===== src/rtl/cal_pkg.sv =====
// Shared calibration types: sweep FSM state encoding and the LED ID width helper.
// Also used by the calibration table and HDMI reader.
package cal_pkg;

    typedef enum logic [2:0] {
        IDLE      = 3'd0,
        WAIT_SHOW = 3'd1,
        SETTLE    = 3'd2,
        SCAN      = 3'd3,
        DRAIN     = 3'd4,
        DONE      = 3'd5
    } cal_seq_state_t;

    localparam int DEFAULT_LED_ADDRESS_WIDTH = 6;
    localparam int DEFAULT_ID_W              = DEFAULT_LED_ADDRESS_WIDTH + 1;

    // One extra bit beyond the LED address so ID 0 can mean "no LED seen".
    function automatic int id_width(input int led_address_width);
        return led_address_width + 1;
    endfunction

endpackage


===== src/rtl/cal_rmw_pipe.sv =====
// Two-stage delay line turning an issued scan address into a calibration table write
// two cycles later: OR the frame-buffer bit for the current plane into the old entry.
module cal_rmw_pipe
    import cal_pkg::*;
#(
    parameter int ID_W = DEFAULT_ID_W,
    parameter int AW   = 16,
    parameter int PW   = 3
) (
    input  logic            clk,
    input  logic            rst_n,
    input  logic            flush,
    input  logic            issue_valid,
    input  logic [AW-1:0]   issue_addr,
    input  logic            fb_data,
    input  logic [ID_W-1:0] tbl_rdata,
    input  logic [PW-1:0]   plane,
    output logic            tbl_we,
    output logic [AW-1:0]   tbl_waddr,
    output logic [ID_W-1:0] tbl_wdata
);

    logic            v1, v2;
    logic [AW-1:0]   a1, a2;
    logic            bit2;
    logic [ID_W-1:0] base;
    logic [ID_W-1:0] plane_bit;

    always_ff @(posedge clk or negedge rst_n) begin
        if (!rst_n) begin
            v1   <= 1'b0;
            v2   <= 1'b0;
            a1   <= '0;
            a2   <= '0;
            bit2 <= 1'b0;
        end else begin
            v1   <= issue_valid && !flush;
            v2   <= v1 && !flush;
            a1   <= issue_addr;
            a2   <= a1;
            // fb_data answers the read issued one cycle earlier; hold it one more
            // cycle so it lines up with the latency-2 table read.
            bit2 <= fb_data;
        end
    end

    always_comb begin
        // Plane 0 overwrites whatever the table held, so no clear pass is needed.
        base      = (plane == '0) ? '0 : tbl_rdata;
        plane_bit = ID_W'(bit2) << plane;
        tbl_we    = v2;
        tbl_waddr = v2 ? a2 : '0;
        tbl_wdata = v2 ? (base | plane_bit) : '0;
    end

endmodule


===== src/rtl/cal_sequencer.sv =====
// LED calibration sweep controller: per bit-plane, advance the ID shower, wait for the
// strand and a settle period, then scan the frame buffer into the calibration table.
module cal_sequencer
    import cal_pkg::*;
#(
    parameter int NUM_LEDS                = 50,
    parameter int LED_ADDRESS_WIDTH       = 6,
    parameter int NUM_FRAME_BUFFER_PIXELS = 360 * 180,
    parameter int SETTLE_FRAMES           = 4,
    localparam int ID_W = id_width(LED_ADDRESS_WIDTH),
    localparam int AW   = (NUM_FRAME_BUFFER_PIXELS > 1) ? $clog2(NUM_FRAME_BUFFER_PIXELS) : 1,
    localparam int PW   = (ID_W > 1) ? $clog2(ID_W) : 1,
    localparam int FW   = $clog2(SETTLE_FRAMES + 1)
) (
    input  logic            clk,
    input  logic            rst_n,
    input  logic            start,
    input  logic            abort,
    output logic            id_restart,
    output logic            increment_id,
    input  logic            displayed_frame_valid,
    input  logic            frame_done,
    output logic [AW-1:0]   fb_addr,
    input  logic            fb_data,
    output logic [AW-1:0]   tbl_addr,
    input  logic [ID_W-1:0] tbl_rdata,
    output logic [ID_W-1:0] tbl_wdata,
    output logic            tbl_we,
    output logic [AW-1:0]   tbl_waddr,
    output logic            busy,
    output logic            done,
    output logic [PW-1:0]   plane,
    output cal_seq_state_t  dbg_state
);

    if (NUM_LEDS > (1 << ID_W) || SETTLE_FRAMES < 1) begin : g_bad_params
        $error("cal_sequencer: NUM_LEDS does not fit the ID width or SETTLE_FRAMES < 1");
    end

    cal_seq_state_t state, state_d;
    logic [PW-1:0]  plane_d;
    logic [AW-1:0]  addr, addr_d;
    logic [FW-1:0]  fcnt, fcnt_d;
    logic           dcnt, dcnt_d;
    logic           id_restart_d, increment_id_d;
    logic           issue;

    always_ff @(posedge clk or negedge rst_n) begin
        if (!rst_n) begin
            state        <= IDLE;
            plane        <= '0;
            addr         <= '0;
            fcnt         <= '0;
            dcnt         <= 1'b0;
            id_restart   <= 1'b0;
            increment_id <= 1'b0;
        end else begin
            state        <= state_d;
            plane        <= plane_d;
            addr         <= addr_d;
            fcnt         <= fcnt_d;
            dcnt         <= dcnt_d;
            id_restart   <= id_restart_d;
            increment_id <= increment_id_d;
        end
    end

    always_comb begin
        state_d        = state;
        plane_d        = plane;
        addr_d         = addr;
        fcnt_d         = fcnt;
        dcnt_d         = dcnt;
        id_restart_d   = 1'b0;
        increment_id_d = 1'b0;
        issue          = 1'b0;
        case (state)
            IDLE: begin
                if (start) begin
                    plane_d      = '0;
                    id_restart_d = 1'b1;
                    state_d      = WAIT_SHOW;
                end
            end
            WAIT_SHOW: begin
                if (displayed_frame_valid) begin
                    fcnt_d  = '0;
                    state_d = SETTLE;
                end
            end
            SETTLE: begin
                if (frame_done) begin
                    if (fcnt == FW'(SETTLE_FRAMES - 1)) begin
                        addr_d  = '0;
                        state_d = SCAN;
                    end else begin
                        fcnt_d = fcnt + FW'(1);
                    end
                end
            end
            SCAN: begin
                issue = 1'b1;
                if (addr == AW'(NUM_FRAME_BUFFER_PIXELS - 1)) begin
                    addr_d  = '0;
                    dcnt_d  = 1'b0;
                    state_d = DRAIN;
                end else begin
                    addr_d = addr + AW'(1);
                end
            end
            DRAIN: begin
                if (dcnt) begin
                    if (plane == PW'(ID_W - 1)) begin
                        state_d = DONE;
                    end else begin
                        plane_d        = plane + PW'(1);
                        increment_id_d = 1'b1;
                        state_d        = WAIT_SHOW;
                    end
                end else begin
                    dcnt_d = 1'b1;
                end
            end
            DONE: begin
                state_d = IDLE;
            end
            default: begin
                state_d = IDLE;
            end
        endcase
        // abort outranks everything, including a start seen in the same IDLE cycle.
        if (abort) begin
            state_d        = IDLE;
            plane_d        = '0;
            addr_d         = '0;
            id_restart_d   = 1'b0;
            increment_id_d = 1'b0;
        end
    end

    assign fb_addr   = addr;
    assign tbl_addr  = addr;
    assign busy      = (state != IDLE) && (state != DONE);
    assign done      = (state == DONE);
    assign dbg_state = state;

    cal_rmw_pipe #(
        .ID_W (ID_W),
        .AW   (AW),
        .PW   (PW)
    ) u_rmw_pipe (
        .clk         (clk),
        .rst_n       (rst_n),
        .flush       (abort),
        .issue_valid (issue),
        .issue_addr  (addr),
        .fb_data     (fb_data),
        .tbl_rdata   (tbl_rdata),
        .plane       (plane),
        .tbl_we      (tbl_we),
        .tbl_waddr   (tbl_waddr),
        .tbl_wdata   (tbl_wdata)
    );

endmodule


===== config.mk =====
export PLATFORM = sky130hd
export DESIGN_NAME = cal_sequencer
export DESIGN_NICKNAME = d
export VERILOG_FILES = /design/src/rtl/cal_pkg.sv /design/src/rtl/cal_rmw_pipe.sv /design/src/rtl/cal_sequencer.sv
export SDC_FILE = /design/constraint.sdc
export NUM_CORES = 1
export LEC_CHECK = 0
export CAP_MARGIN = 15
export CELL_PAD_IN_SITES_DETAIL_PLACEMENT = 0
export CELL_PAD_IN_SITES_GLOBAL_PLACEMENT = 1
export CORE_UTILIZATION = 40
export DETAILED_ROUTE_END_ITERATION = 8
export PLACE_DENSITY_LB_ADDON = 0.1
export SKIP_CTS_REPAIR_TIMING = 1
export SLEW_MARGIN = 30
export SYNTH_ARGS = -nofsm -noshare
export SYNTH_HDL_FRONTEND = slang
export SYNTH_SLANG_ARGS = --single-unit

===== constraint.sdc =====
create_clock -name clk -period 2.9 [get_ports clk]
set_clock_uncertainty 0.05 [all_clocks]
set_input_delay 0.29 -clock clk [delete_from_list [all_inputs] [get_ports clk]]
set_output_delay 0.29 -clock clk [all_outputs]
set_load 0.02 [all_outputs]

Word level (Yosys, flattened, before mapping)
Index checks and enable logic that the tools add are counted.

operators by class
  add/sub/neg operators = 3
  equality and inequality tests = 20
  shifts and indexed selects = 1
  multiplexer cells = 36
  bitwise gates (word level) = 1
  reductions and logical operators = 16

operator list
  kind                                                              number
  16-bit 2-to-1 mux                                                 5
  3-bit 2-to-1 mux                                                  15
  16-bit one-hot mux with 2 select lines                            1
  3-bit != test (second input constant)                             8
  16-bit by 1-bit adder with 16-bit output (second input constant)  1
  16-bit == test (second input constant)                            1
  3-bit one-hot mux with 5 select lines                             1
  7-bit 2-to-1 mux                                                  2
  3-bit one-hot mux with 2 select lines                             2
  3-bit by 2-bit == test with 1-bit output (second input constant)  3
  3-bit == test (second input constant)                             3
  1-bit 2-to-1 mux                                                  9
  3-bit nonzero test                                                3
  2-bit != test (second input constant)                             4
  4-bit AND reduction                                               2
  7-bit OR                                                          1
  1-bit by 3-bit << shifter with 7-bit output                       1
  3-bit by 1-bit adder with 3-bit output (second input constant)    2
  3-bit logical NOT                                                 2
  6-bit AND reduction                                               1
  2-bit nonzero test                                                2
  3-bit by 1-bit == test with 1-bit output (second input constant)  1
  1-bit logical AND                                                 3
  3-bit AND reduction                                               1
  3 further kinds                                                   3

storage, ports and cells
  register bits after elaboration = 63
  input bits = 14
  output and inout port bits = 66

Longest topological paths before layout
  depth after elaboration = 5
  depth in mapped cells = 7
  gate-level depth less buffers = 6

By module
Synthesis repeated with hierarchy kept, for this count alone.

second synthesis, totals
  cell total of the unflattened synthesis = 279
  area, all modules = 3046.7 sq um

by module, submodules not included
  module         instances  cells each  area an instance (sq um)  sequential area each (sq um)
  cal_sequencer  1          199         1865.5                    700.7
  cal_rmw_pipe   1          80          1181.1                    875.8

Worst setup path before layout
Ideal clock, no wire load.

  kind = register to register
  start point = register fcnt[0]
  end point = register addr[14], in the netlist fb_addr[14]
  arrival time = 1707 ps
  data required time = 2729 ps
  slack = 1022 ps
  stages on the path, launching flop included = 8
  path buffers = 1
  period minus slack after synthesis = 1878 ps
  cells stage by stage = dfrtp_1 -> ha_1 -> ha_1 -> a211o_1 -> o21ai_1 -> clkbuf_1 -> nor4_1 -> o22a_1

between the ends
  word-level cells in the longest chain between the ends = 3

RTL lines
  item                                      line                 source
  from (decl)                               cal_sequencer.sv:43  logic [FW-1:0] fcnt, fcnt_d;
  from (signal assigned)                    cal_sequencer.sv:61  fcnt <= fcnt_d;
  3-bit by 2-bit == test with 1-bit output  cal_sequencer.sv:93  if (fcnt == FW'(SETTLE_FRAMES - 1)) begin
  3-bit != test (no source line)            -
  3-bit AND reduction (no source line)      -
  to (signal assigned)                      cal_sequencer.sv:60  addr <= addr_d;
  to (decl)                                 cal_sequencer.sv:42  logic [AW-1:0] addr, addr_d;

No other way between the ends.
A chain may end at the register's enable or synchronous reset.

Worst setup path in the final report
  start point = register plane[0]
  end point = output tbl_wdata[0]

between the ends
  word-level cells in the longest chain between the ends = 4

RTL lines
  item                    line                 source
  from (decl)             cal_sequencer.sv:32  output logic [PW-1:0] plane,
  from (signal assigned)  cal_sequencer.sv:59  plane <= plane_d;
  3-bit logical NOT       cal_rmw_pipe.sv:49   base = (plane == '0) ? '0 : tbl_rdata;
  7-bit 2-to-1 mux        cal_rmw_pipe.sv:49
  7-bit OR (*)            cal_rmw_pipe.sv:53   tbl_wdata = v2 ? (base | plane_bit) : '0;
  7-bit 2-to-1 mux (*)    cal_rmw_pipe.sv:53
  to (decl)               cal_sequencer.sv:27  output logic [ID_W-1:0] tbl_wdata,

Mark *: on every way between the ends. The rest lies on a longest branch, timed or not.

==> results.json <==
{
  "synth_area_mm2": 0.00292,
  "crit_fanout": 7,
  "crit_required_ns": 2.56,
  "io_buffers": 79,
  "final_nets": 357,
  "nFillCells": 634,
  "num_antenna_cells": 0,
  "vias": 2251,
  "synthFlopType": "dfrtp_1",
  "wl_mm": 6.43,
  "fin_cells": 438,
  "worstPathArrival_ns": 2.31,
  "clock_latency_ns": 0.34,
  "clk_pin_slew_ns": 0.07,
  "status": "finished, final reports clean",
  "cts-root-buf": "clkbuf_8",
  "fin_area_mm2": 0.00393,
  "ioPinCount": 80,
  "powerDensity_mw_per_mm2": 510,
  "synth-seq-cells": 63,
  "fin_total_pwr_w": 0.00201,
  "antenna_found_initial": 0,
  "dpl.cell_count": 421,
  "initial_core_util_pct": 42.2,
  "clkSinkCount": 63,
  "synth_edf_count": 0,
  "max_freq_ghz": 0.377,
  "layout_common_cells": "78 x clkdlybuf4s50_1, 63 x dfrtp_1, 19 x and2_1, 15 x a21oi_1",
  "numCtsBuffers": 9,
  "seq_area_mm2": 0.00158,
  "cap_viol_max_count": 0,
  "h-tree-depth": 3,
  "worstSetupEndpointType": "primary output",
  "cts_tree": "done",
  "grt_max_degree": 27,
  "tightest_slew_ns": 0.744,
  "crit_path_top_delay_cell": "clkdlybuf4s50_1",
  "slew_violations": 0,
  "cp-start-kind": "register",
  "fp.dieW_um": 87.4,
  "rsz0062_at_grt": "no",
  "syn_nets": 286,
  "final_common_cell": "clkdlybuf4s50_1",
  "setup_tns_ns": 0,
  "hold_violations": 0,
  "cp_slowest_stage_delay_ns": 0.59,
  "syn2layout_area_growth_pct": 34.8,
  "yosysSeqAreaShare_pct": 54.0,
  "slew_headroom_pct": 50.0,
  "synth_cell_types": 52,
  "place_area_mm2": 0.00370,
  "period_minus_slack_ns": 2.65,
  "p_leak_nw": 1.69,
  "dieHeight_um": 87.4,
  "drive_above_1_share_pct": 9.65,
  "viasPerCell": 5.14,
  "grt_first_pass_wirelength_mm": 10.4,
  "core_area_mm2": 0.00691,
  "ys_async_sr_fraction_pct": 100,
  "yosys_warnings": 0,
  "drtIter0Drc": 61,
  "finalSetupViolations": 0,
  "dr.pass1.iters": 4,
  "syn_inst": 266,
  "gp_congestion": 0.795,
  "multiInputGateArea_mm2": 0.00114,
  "track_usage_pct": 18.3,
  "vdd_drop_max_mv": 0.223,
  "post-dp-hpwl_mm": 4.44,
  "gr-total-overflow": 0,
  "fin_crit_sh_pct": 91.5,
  "ant_nets": 0,
  "worstPathCellList": "inv_1 > ha_1 > a21boi_0 > a22o_1 > clkdlybuf4s50_1",
  "syn_area_per_cell_um2": 11.0,
  "drt-wirelength-per-cell_um": 14.7,
  "path_class": "reg -> out",
  "holdCritPathClass": "reg -> reg",
  "clock_path_buffers": 2,
  "fp.dieArea_mm2": 0.00764,
  "drc_errors": 0,
  "num_rows": 30,
  "grt_pass1_vias": 2063
}
[kinds of logic (layout without fill, tap and decap cells)]
family                   after synthesis  after routing  synth area share [%]
AND/OR/NAND/NOR                       91             91                  19.3
multiplexers                           4              4                  1.54
XOR/XNOR                               1              1                 0.300
adder cells (fa/ha/maj)                6              6                  2.57
flip-flops                            63             63                  54.0
AO/OA/AOI/OAI                         67             67                  15.4
buffers and inverters                 34            110                  6.82
[sequential cells by signal (all words and copies together), names as in the netlist]
register	count
fcnt	3
u_rmw_pipe.a2	16
u_rmw_pipe.bit2	1
dbg_state	3
u_rmw_pipe.a1	16
u_rmw_pipe.tbl_we	1
u_rmw_pipe.v1	1
id_restart	1
fb_addr	16
plane	3
increment_id	1
dcnt	1
[cells in the mapped netlist (all sizes together), types with 3 or more instances]
| cell type | n | share of area [%] |
|---|---|---|
| dfrtp | 63 | 54 |
| buf | 21 | 5.1 |
| and2 | 19 | 4.1 |
| a21oi | 15 | 2.6 |
| nor2 | 14 | 1.9 |
| o21ai | 14 | 2.4 |
| inv | 9 | 1.2 |
| nand2 | 9 | 1.2 |
| nand3 | 8 | 1.4 |
| a31oi | 7 | 1.5 |
| ha | 6 | 2.6 |
| nand4 | 6 | 1.3 |
| o31ai | 6 | 1.5 |
| a22o | 5 | 1.5 |
| and3 | 5 | 1.1 |
| or4 | 5 | 1.3 |
| and4 | 4 | 1.2 |
| clkbuf | 4 | 0.51 |
| mux2 | 4 | 1.5 |
| a41oi | 3 | 0.90 |
| nand2b | 3 | 0.64 |
| nor4 | 3 | 0.64 |
| or3 | 3 | 0.64 |
[power breakdown]
group          switching [W]  total (W)  internal [W]  leakage, nW
Sequential         0.0000345   0.000932      0.000897        0.875
Combinational       0.000118   0.000209     0.0000914        0.697
Clock               0.000370   0.000866      0.000496        0.116
Total               0.000522    0.00201       0.00148         1.69
[final timing paths]
check                                             from  cells past startpoint                          end  slack (ns)
min in group asynchronous                        rst_n                      2       fb_addr[7]$_DFFE_PN0P_        0.45
max reg2reg                   dbg_state[2]$_DFFE_PN0P_                      4      fb_addr[10]$_DFFE_PN0P_        0.75
max in group asynchronous                        rst_n                      3  u_rmw_pipe.tbl_we$_DFF_PN0_        1.62
min                        u_rmw_pipe.a1[13]$_DFF_PN0_                      0  u_rmw_pipe.a2[13]$_DFF_PN0_        0.30
max                               plane[0]$_DFFE_PN0P_                      5                 tbl_wdata[0]        0.25
min reg2reg                u_rmw_pipe.a1[13]$_DFF_PN0_                      0  u_rmw_pipe.a2[13]$_DFF_PN0_        0.30
[metal layers]
layer  track usage, %  wire [um]  up-vias
met5                0          0        -
met4             7.60         86        0
met3             4.08        309        9
met2             26.8       2700       65
met1             26.1       3330     1071
li1                 -          -     1106
[worst max-delay path: cells and delay by family, from the launching register on]
| kind | cells | cell delay (ns) |
|---|---|---|
| AO/OA/AOI/OAI | 2 | 0.60 |
| buffers and inverters | 2 | 0.70 |
| adder cells (fa/ha/maj) | 1 | 0.22 |
| flip-flops | 1 | 0.46 |
[per-stage QoR]
stage,hold slack (ns),setup WS [ns],utilization [%]
2_1_floorplan,-0.0556,1.02,-
3_3_place_gp,0.280,0.624,53.5
3_5_place_dp,0.285,0.585,53.5
4_1_cts,-0.0892,0.221,56.8
5_1_grt,0.305,0.0382,56.9
6_report,0.300,0.247,56.9
[layout make-up]
| cell class | count | share of cell area [%] |
|---|---|---|
| Clock inverter | 7 | 2.61 |
| Sequential cell | 63 | 40.1 |
| Tap cell | 96 | 3.05 |
| Inverter | 9 | 0.859 |
| Multi-Input combinational cell | 169 | 29.0 |
| Timing Repair Buffer | 85 | 21.2 |
| Clock buffer | 9 | 3.15 |
Note: power is estimated with default switching activity, not from simulation.
